$ cat src/rtl/sdram_arb_pkg.sv
// sdram_arb_pkg: shared state encoding, port indices and counter widths for the SDRAM port arbiter.
package sdram_arb_pkg;
  typedef enum logic [1:0] {
    IDLE  = 2'd0,
    ISSUE = 2'd1,
    WAIT  = 2'd2
  } state_e;
  localparam logic PORT_CPU  = 1'b0;
  localparam logic PORT_CHIP = 1'b1;
  localparam int   STARVE_W  = 4;
endpackage

$ cat src/rtl/sdram_arb_grant.sv
// sdram_arb_grant: CPU-priority port select with a saturating starvation counter for the chipset port.
module sdram_arb_grant
  import sdram_arb_pkg::*;
#(
  parameter int MAX_WAIT = 3
) (
  input  logic clk,
  input  logic rst,
  input  logic p0_req_i,
  input  logic p1_req_i,
  input  logic take_i,
  output logic sel_o
);
  logic [STARVE_W-1:0] cnt_q, cnt_d;
  always_comb begin
    sel_o = (p1_req_i && (!p0_req_i || cnt_q >= STARVE_W'(MAX_WAIT))) ? PORT_CHIP : PORT_CPU;
    cnt_d = !take_i                      ? cnt_q :
            sel_o == PORT_CHIP           ? '0 :
            (p1_req_i && cnt_q != '1)    ? cnt_q + 1'b1 : cnt_q;
  end
  always_ff @(posedge clk) begin
    if (rst) cnt_q <= '0;
    else     cnt_q <= cnt_d;
  end
endmodule

$ cat src/rtl/sdram_port_arbiter.sv
// sdram_port_arbiter: shares the sdram_ddr_wrapper SRAM-like port between CPU (port 0) and chipset (port 1)
// behind a req/ack handshake, with starvation limit and sticky transaction timeout.
module sdram_port_arbiter
  import sdram_arb_pkg::*;
#(
  parameter int ADDR_W   = 32,
  parameter int MAX_WAIT = 3,
  parameter int TIMEOUT  = 1023
) (
  input  logic              clk,
  input  logic              i_rst,
  input  logic              p0_req,
  input  logic              p1_req,
  input  logic [ADDR_W-1:0] p0_addr,
  input  logic [ADDR_W-1:0] p1_addr,
  input  logic              p0_we,
  input  logic              p1_we,
  input  logic              p0_l,
  input  logic              p1_l,
  input  logic              p0_u,
  input  logic              p1_u,
  input  logic [15:0]       p0_wdata,
  input  logic [15:0]       p1_wdata,
  input  logic              p0_big,
  input  logic              p1_big,
  output logic              p0_ack,
  output logic              p1_ack,
  output logic [15:0]       p0_rdata,
  output logic [15:0]       p1_rdata,
  output logic [47:0]       p0_rdata48,
  output logic [47:0]       p1_rdata48,
  output logic [ADDR_W-1:0] m_Addr,
  output logic              m_CS,
  output logic              m_L,
  output logic              m_U,
  output logic              m_WE,
  output logic [15:0]       m_WR,
  output logic              m_big_r,
  input  logic [15:0]       m_RD,
  input  logic [47:0]       m_RD48,
  input  logic              m_ready,
  output logic              o_grant,
  output logic              o_busy,
  output logic              o_timeout
);
  localparam int TW = $clog2(TIMEOUT + 1);
  state_e              state_q, state_d;
  logic [ADDR_W-1:0]   addr_q, addr_d;
  logic                cs_q, cs_d, l_q, l_d, u_q, u_d, we_q, we_d, big_q, big_d;
  logic                txw_q, txw_d, grant_q, grant_d, busy_q, busy_d, to_q, to_d;
  logic                ack0_q, ack0_d, ack1_q, ack1_d;
  logic [15:0]         wr_q, wr_d, rd0_q, rd0_d, rd1_q, rd1_d;
  logic [47:0]         rd48_0_q, rd48_0_d, rd48_1_q, rd48_1_d;
  logic [TW-1:0]       tcnt_q, tcnt_d;
  logic                sel, take;
  sdram_arb_grant #(.MAX_WAIT(MAX_WAIT)) u_grant (
    .clk      (clk),
    .rst      (i_rst),
    .p0_req_i (p0_req),
    .p1_req_i (p1_req),
    .take_i   (take),
    .sel_o    (sel)
  );
  always_comb begin
    state_d  = state_q;
    addr_d   = addr_q;
    cs_d     = cs_q;
    l_d      = l_q;
    u_d      = u_q;
    we_d     = we_q;
    big_d    = big_q;
    wr_d     = wr_q;
    txw_d    = txw_q;
    grant_d  = grant_q;
    busy_d   = busy_q;
    rd0_d    = rd0_q;
    rd1_d    = rd1_q;
    rd48_0_d = rd48_0_q;
    rd48_1_d = rd48_1_q;
    ack0_d   = 1'b0;
    ack1_d   = 1'b0;
    take     = state_q == IDLE && m_ready && (p0_req || p1_req);
    tcnt_d   = state_q == IDLE ? '0 : (tcnt_q == TW'(TIMEOUT) ? tcnt_q : tcnt_q + 1'b1);
    to_d     = to_q || tcnt_d == TW'(TIMEOUT);
    case (state_q)
      IDLE: if (take) begin
        state_d = ISSUE;
        cs_d    = 1'b1;
        busy_d  = 1'b1;
        grant_d = sel;
        addr_d  = sel ? p1_addr  : p0_addr;
        we_d    = sel ? p1_we    : p0_we;
        l_d     = sel ? p1_l     : p0_l;
        u_d     = sel ? p1_u     : p0_u;
        wr_d    = sel ? p1_wdata : p0_wdata;
        big_d   = sel ? p1_big   : p0_big;
        txw_d   = sel ? p1_we    : p0_we;
      end
      ISSUE: if (!m_ready) begin
        state_d = WAIT;
        cs_d    = 1'b0;
        l_d     = 1'b0;
        u_d     = 1'b0;
        we_d    = 1'b0;
        addr_d  = '0;
        wr_d    = '0;
      end
      WAIT: if (m_ready) begin
        state_d = IDLE;
        busy_d  = 1'b0;
        ack0_d  = grant_q == PORT_CPU;
        ack1_d  = grant_q == PORT_CHIP;
        if (!txw_q && grant_q == PORT_CPU)  {rd0_d, rd48_0_d} = {m_RD, m_RD48};
        if (!txw_q && grant_q == PORT_CHIP) {rd1_d, rd48_1_d} = {m_RD, m_RD48};
      end
      default: state_d = IDLE;
    endcase
  end
  always_ff @(posedge clk) begin
    if (i_rst) begin
      state_q  <= IDLE;
      addr_q   <= '0;
      cs_q     <= 1'b0;
      l_q      <= 1'b0;
      u_q      <= 1'b0;
      we_q     <= 1'b0;
      big_q    <= 1'b0;
      wr_q     <= '0;
      txw_q    <= 1'b0;
      grant_q  <= 1'b0;
      busy_q   <= 1'b0;
      to_q     <= 1'b0;
      ack0_q   <= 1'b0;
      ack1_q   <= 1'b0;
      rd0_q    <= '0;
      rd1_q    <= '0;
      rd48_0_q <= '0;
      rd48_1_q <= '0;
      tcnt_q   <= '0;
    end else begin
      state_q  <= state_d;
      addr_q   <= addr_d;
      cs_q     <= cs_d;
      l_q      <= l_d;
      u_q      <= u_d;
      we_q     <= we_d;
      big_q    <= big_d;
      wr_q     <= wr_d;
      txw_q    <= txw_d;
      grant_q  <= grant_d;
      busy_q   <= busy_d;
      to_q     <= to_d;
      ack0_q   <= ack0_d;
      ack1_q   <= ack1_d;
      rd0_q    <= rd0_d;
      rd1_q    <= rd1_d;
      rd48_0_q <= rd48_0_d;
      rd48_1_q <= rd48_1_d;
      tcnt_q   <= tcnt_d;
    end
  end
  assign m_Addr     = addr_q;
  assign m_CS       = cs_q;
  assign m_L        = l_q;
  assign m_U        = u_q;
  assign m_WE       = we_q;
  assign m_WR       = wr_q;
  assign m_big_r    = big_q;
  assign o_grant    = grant_q;
  assign o_busy     = busy_q;
  assign o_timeout  = to_q;
  assign p0_ack     = ack0_q;
  assign p1_ack     = ack1_q;
  assign p0_rdata   = rd0_q;
  assign p1_rdata   = rd1_q;
  assign p0_rdata48 = rd48_0_q;
  assign p1_rdata48 = rd48_1_q;
endmodule

$ cat config.mk
export PLATFORM = sky130hd
export DESIGN_NAME = sdram_port_arbiter
export DESIGN_NICKNAME = d
export VERILOG_FILES = /design/src/rtl/sdram_arb_pkg.sv /design/src/rtl/sdram_arb_grant.sv /design/src/rtl/sdram_port_arbiter.sv
export SDC_FILE = /design/constraint.sdc
export NUM_CORES = 1
export LEC_CHECK = 0
export ABC_AREA = 1
export CORE_AREA = 3 3 140 142
export DETAILED_ROUTE_END_ITERATION = 10
export DIE_AREA = 0 0 143 145
export GPL_TIMING_DRIVEN = 0
export HOLD_SLACK_MARGIN = 0.05
export PLACE_DENSITY = 0.77
export SLEW_MARGIN = 20
export SYNTH_ARGS = -nofsm -noshare
export SYNTH_HDL_FRONTEND = slang
export SYNTH_SLANG_ARGS = --single-unit
$ cat constraint.sdc
create_clock -name clk -period 2.5 [get_ports clk]
set_input_delay 0.625 -clock clk [delete_from_list [all_inputs] [get_ports clk]]
set_output_delay 0.625 -clock clk [all_outputs]
set_load 0.02 [all_outputs]
==> results.ini <==
[global_routing]
busiest_layer = met2
met3_usage_pct = 7.19
grt-ovfl-total = 0
grt.total_usage_pct = 26.1
antenna_found_initial = 1
grt_pass1_vias = 8236
grt_pass1_wl_um = 43900
met1_usage_pct = 33.5
grtUsageMet2_pct = 42.0
grt_start_max_net_pins = 13

[power_and_ir_drop]
power_frac_comb_pct = 12.6
p_leak_nw = 5.02
power.switching_mw = 1.87
p_int_mw = 6.04
clockPowerShare_pct = 44.6
netSwitchingFraction_pct = 23.6
peakVddDrop_mv = 0.468
p_seq_share_pct = 42.8
p_per_area_nw_per_um2 = 636

[logic_synthesis]
synth_top_area_cell = dfxtp_1
yosys_most_used_dff = dfxtp_1
yosys-top-cells-count = 384 x nor2_1, 203 x dfxtp_1, 171 x o21ai_0
syn_area_um2 = 7770
ys_async_sr_fraction_pct = 0
ys_top_cells_by_area = dfxtp_1 52%, nor2_1 19%, o21ai_0 11%
synth_top_area_share_pct = 52.3
syn_inst = 1062
synth.most_common_cell = nor2_1
yosysUniqueCellTypes = 25
avgSynthCellArea_um2 = 7.32
ys_ff_latch = 203
synth-edff-count = 0
synth-seq-area-share_pct = 52.3
synth_nets = 1237
yosysWarnings = 0

[critical_path]
criticalPathCategory = flop to output pin
crit_family = buffers and inverters
cp-start-kind = flop
crit_required_ps = 1880
path_cells = clkdlybuf4s50_1
slowest_stage = clkdlybuf4s50_1
crit_arrival_ps = 1590
endpoint_kind = output pin
regToRegSetupSlack_ps = 360
crit_buf_inv = 1
slowest_delay_ps = 650
cp_max_fo = 5

[cells_and_area]
drive_gt1_share_pct = 5.07
stdcell_area_um2 = 12400
area_growth_pct = 60.1
fillCellCount = 1567
final_util_pct = 67.0
final_cells = 1695
nets = 1619

[routing]
dr.pass1.iters = 7
drtAntennaViolNets = 0
drt-initial-drc-count = 645
wl_um = 28200
routed_via_density = 4.99
drc = 0
avgRoutedWirePerCell_um = 16.7
vias = 8451

[timing]
hold_violations = 0
slew_viol_final = 0
rsz0062_at_grt = false
setup_violations = 0
slew-limit-headroom_pct = 59.5
fin_crit_ps = 2210
setup_slack_ps = 287
worst_pin_slew_ps = 607
fin_crit_sh_pct = 88.5
clock_skew_ps = 12.1
timing.fmax_ghz = 0.452

[floorplan]
die_y_um = 145
core_area_um2 = 18600
placementRows = 50
dieArea_um2 = 20700
start_util_pct = 41.8
io_pins = 359
die_x_um = 143

[clocking]
cts_resized = 0
cts_hold_buf = 0
cts-root-buf = clkbuf_16
postCtsSetupBuffers = 0
clk_latency_ps = 510
clkSinkCount = 203
cts_tree = done
path_clk_slew_ps = 60
clock_path_buffers = 3
cts-htree-levels = 1
cts-buffers-inserted = 23

[flow_run]
cap_viol_max_count = 0

[placement]
dp_hpwl_um = 21100
port_buffers = 357
placed_cells = 1653
place.gp.congestion = 0.900
pre_cts_ws_ps = -160
placed_area_um2 = 11600

[status]
status = finished, final reports clean

[hold_path]
min_path_type = flop to flop

[worst reg2reg max path, stage by stage (launching register included)]
cell and delay [ps]:
dfxtp_1 350, ha_1 160, nor2_1 60, nand3_1 60
nand2_1 240, inv_2 260, clkbuf_1 440, nor2_1 80
nor2_1 90, o21ai_0 160, a21oi_1 170
[metrics by stage]
stage	total power [mW]	hold WS, ps	TNS [ps]
after floorplan	3.86	425	0
after global placement	4.44	432	-1140
after detailed placement	4.45	435	-2650
after CTS	7.96	444	0
after global routing	8.18	465	0
final	7.91	446	0
[cells in the final DEF (no fill, tap or decap), types with 12 or more instances in the layout]
cell type	instances
a21oi_1	61
inv_1	23
nor2_1	384
clkbuf_1	50
o21ai_1	12
nand2_1	92
dfxtp_1	203
o21ai_0	171
clkdlybuf4s50_1	357
clkbuf_16	23
buf_2	17
nand3_1	15
[power by group through the flow]
stage	Combinational, mW	Sequential, mW	Clock, mW
floorplan	0.301	3.56	0
global placement	0.987	3.45	0
detailed placement	0.994	3.45	0
CTS	1.00	3.38	3.57
global route	1.07	3.40	3.71
finish	0.998	3.39	3.53
[path summary, 6_finish.rpt]
check	from	end	depth (start not counted)
setup / recovery	o_grant$_SDFFE_PP0P_	o_grant	1
hold / removal	u_grant.cnt_q[2]$_SDFFE_PP0P_	u_grant.cnt_q[2]$_SDFFE_PP0P_	2
setup reg to reg	u_grant.cnt_q[0]$_SDFFE_PP0P_	m_Addr[11]$_SDFFE_PP0P_	10
hold reg to reg	u_grant.cnt_q[2]$_SDFFE_PP0P_	u_grant.cnt_q[2]$_SDFFE_PP0P_	2
[logic make-up (layout without fill, tap and decap cells)]
kind of cell / Yosys count / after routing / share of synthesized area, %
simple gates: 508 / 508 / 25.5
compound gates: 247 / 247 / 16.0
flops: 203 / 203 / 52.3
buf+inv: 102 / 500 / 5.88
fa+ha+maj: 2 / 2 / 0.322
other cells: 0 / 1 / 0
[sequential cells by signal, indices dropped and copies added, names as in the netlist, 2 cells and up]
register / cells
m_WR: 16
m_Addr: 32
tcnt_q: 10
p0_rdata: 16
p0_rdata48: 48
p1_rdata: 16
p1_rdata48: 48
state_q: 2
u_grant.cnt_q: 4
[area by class of cell]
type / count / area, um^2 / area share [%]
clock inverter: 6 / 109 / 0.875
buffer: 71 / 340 / 2.74
timing repair buffer: 357 / 3570 / 28.7
clock buffer: 35 / 691 / 5.55
tap: 234 / 293 / 2.35
inverter: 31 / 116 / 0.935
multi-input combinational: 757 / 3250 / 26.1
sequential: 203 / 4060 / 32.7
antenna: 1 / 2.50 / 0.0201
[layer usage]
layer,vias up,part of all wire [%],routed length (um)
li1,4183,-,-
met1,3901,42,11800
met2,292,47,13300
met3,75,7.3,2060
met4,0,3.8,1080
met5,-,0,0
No activity file was read; power rests on OpenSTA's default activity.
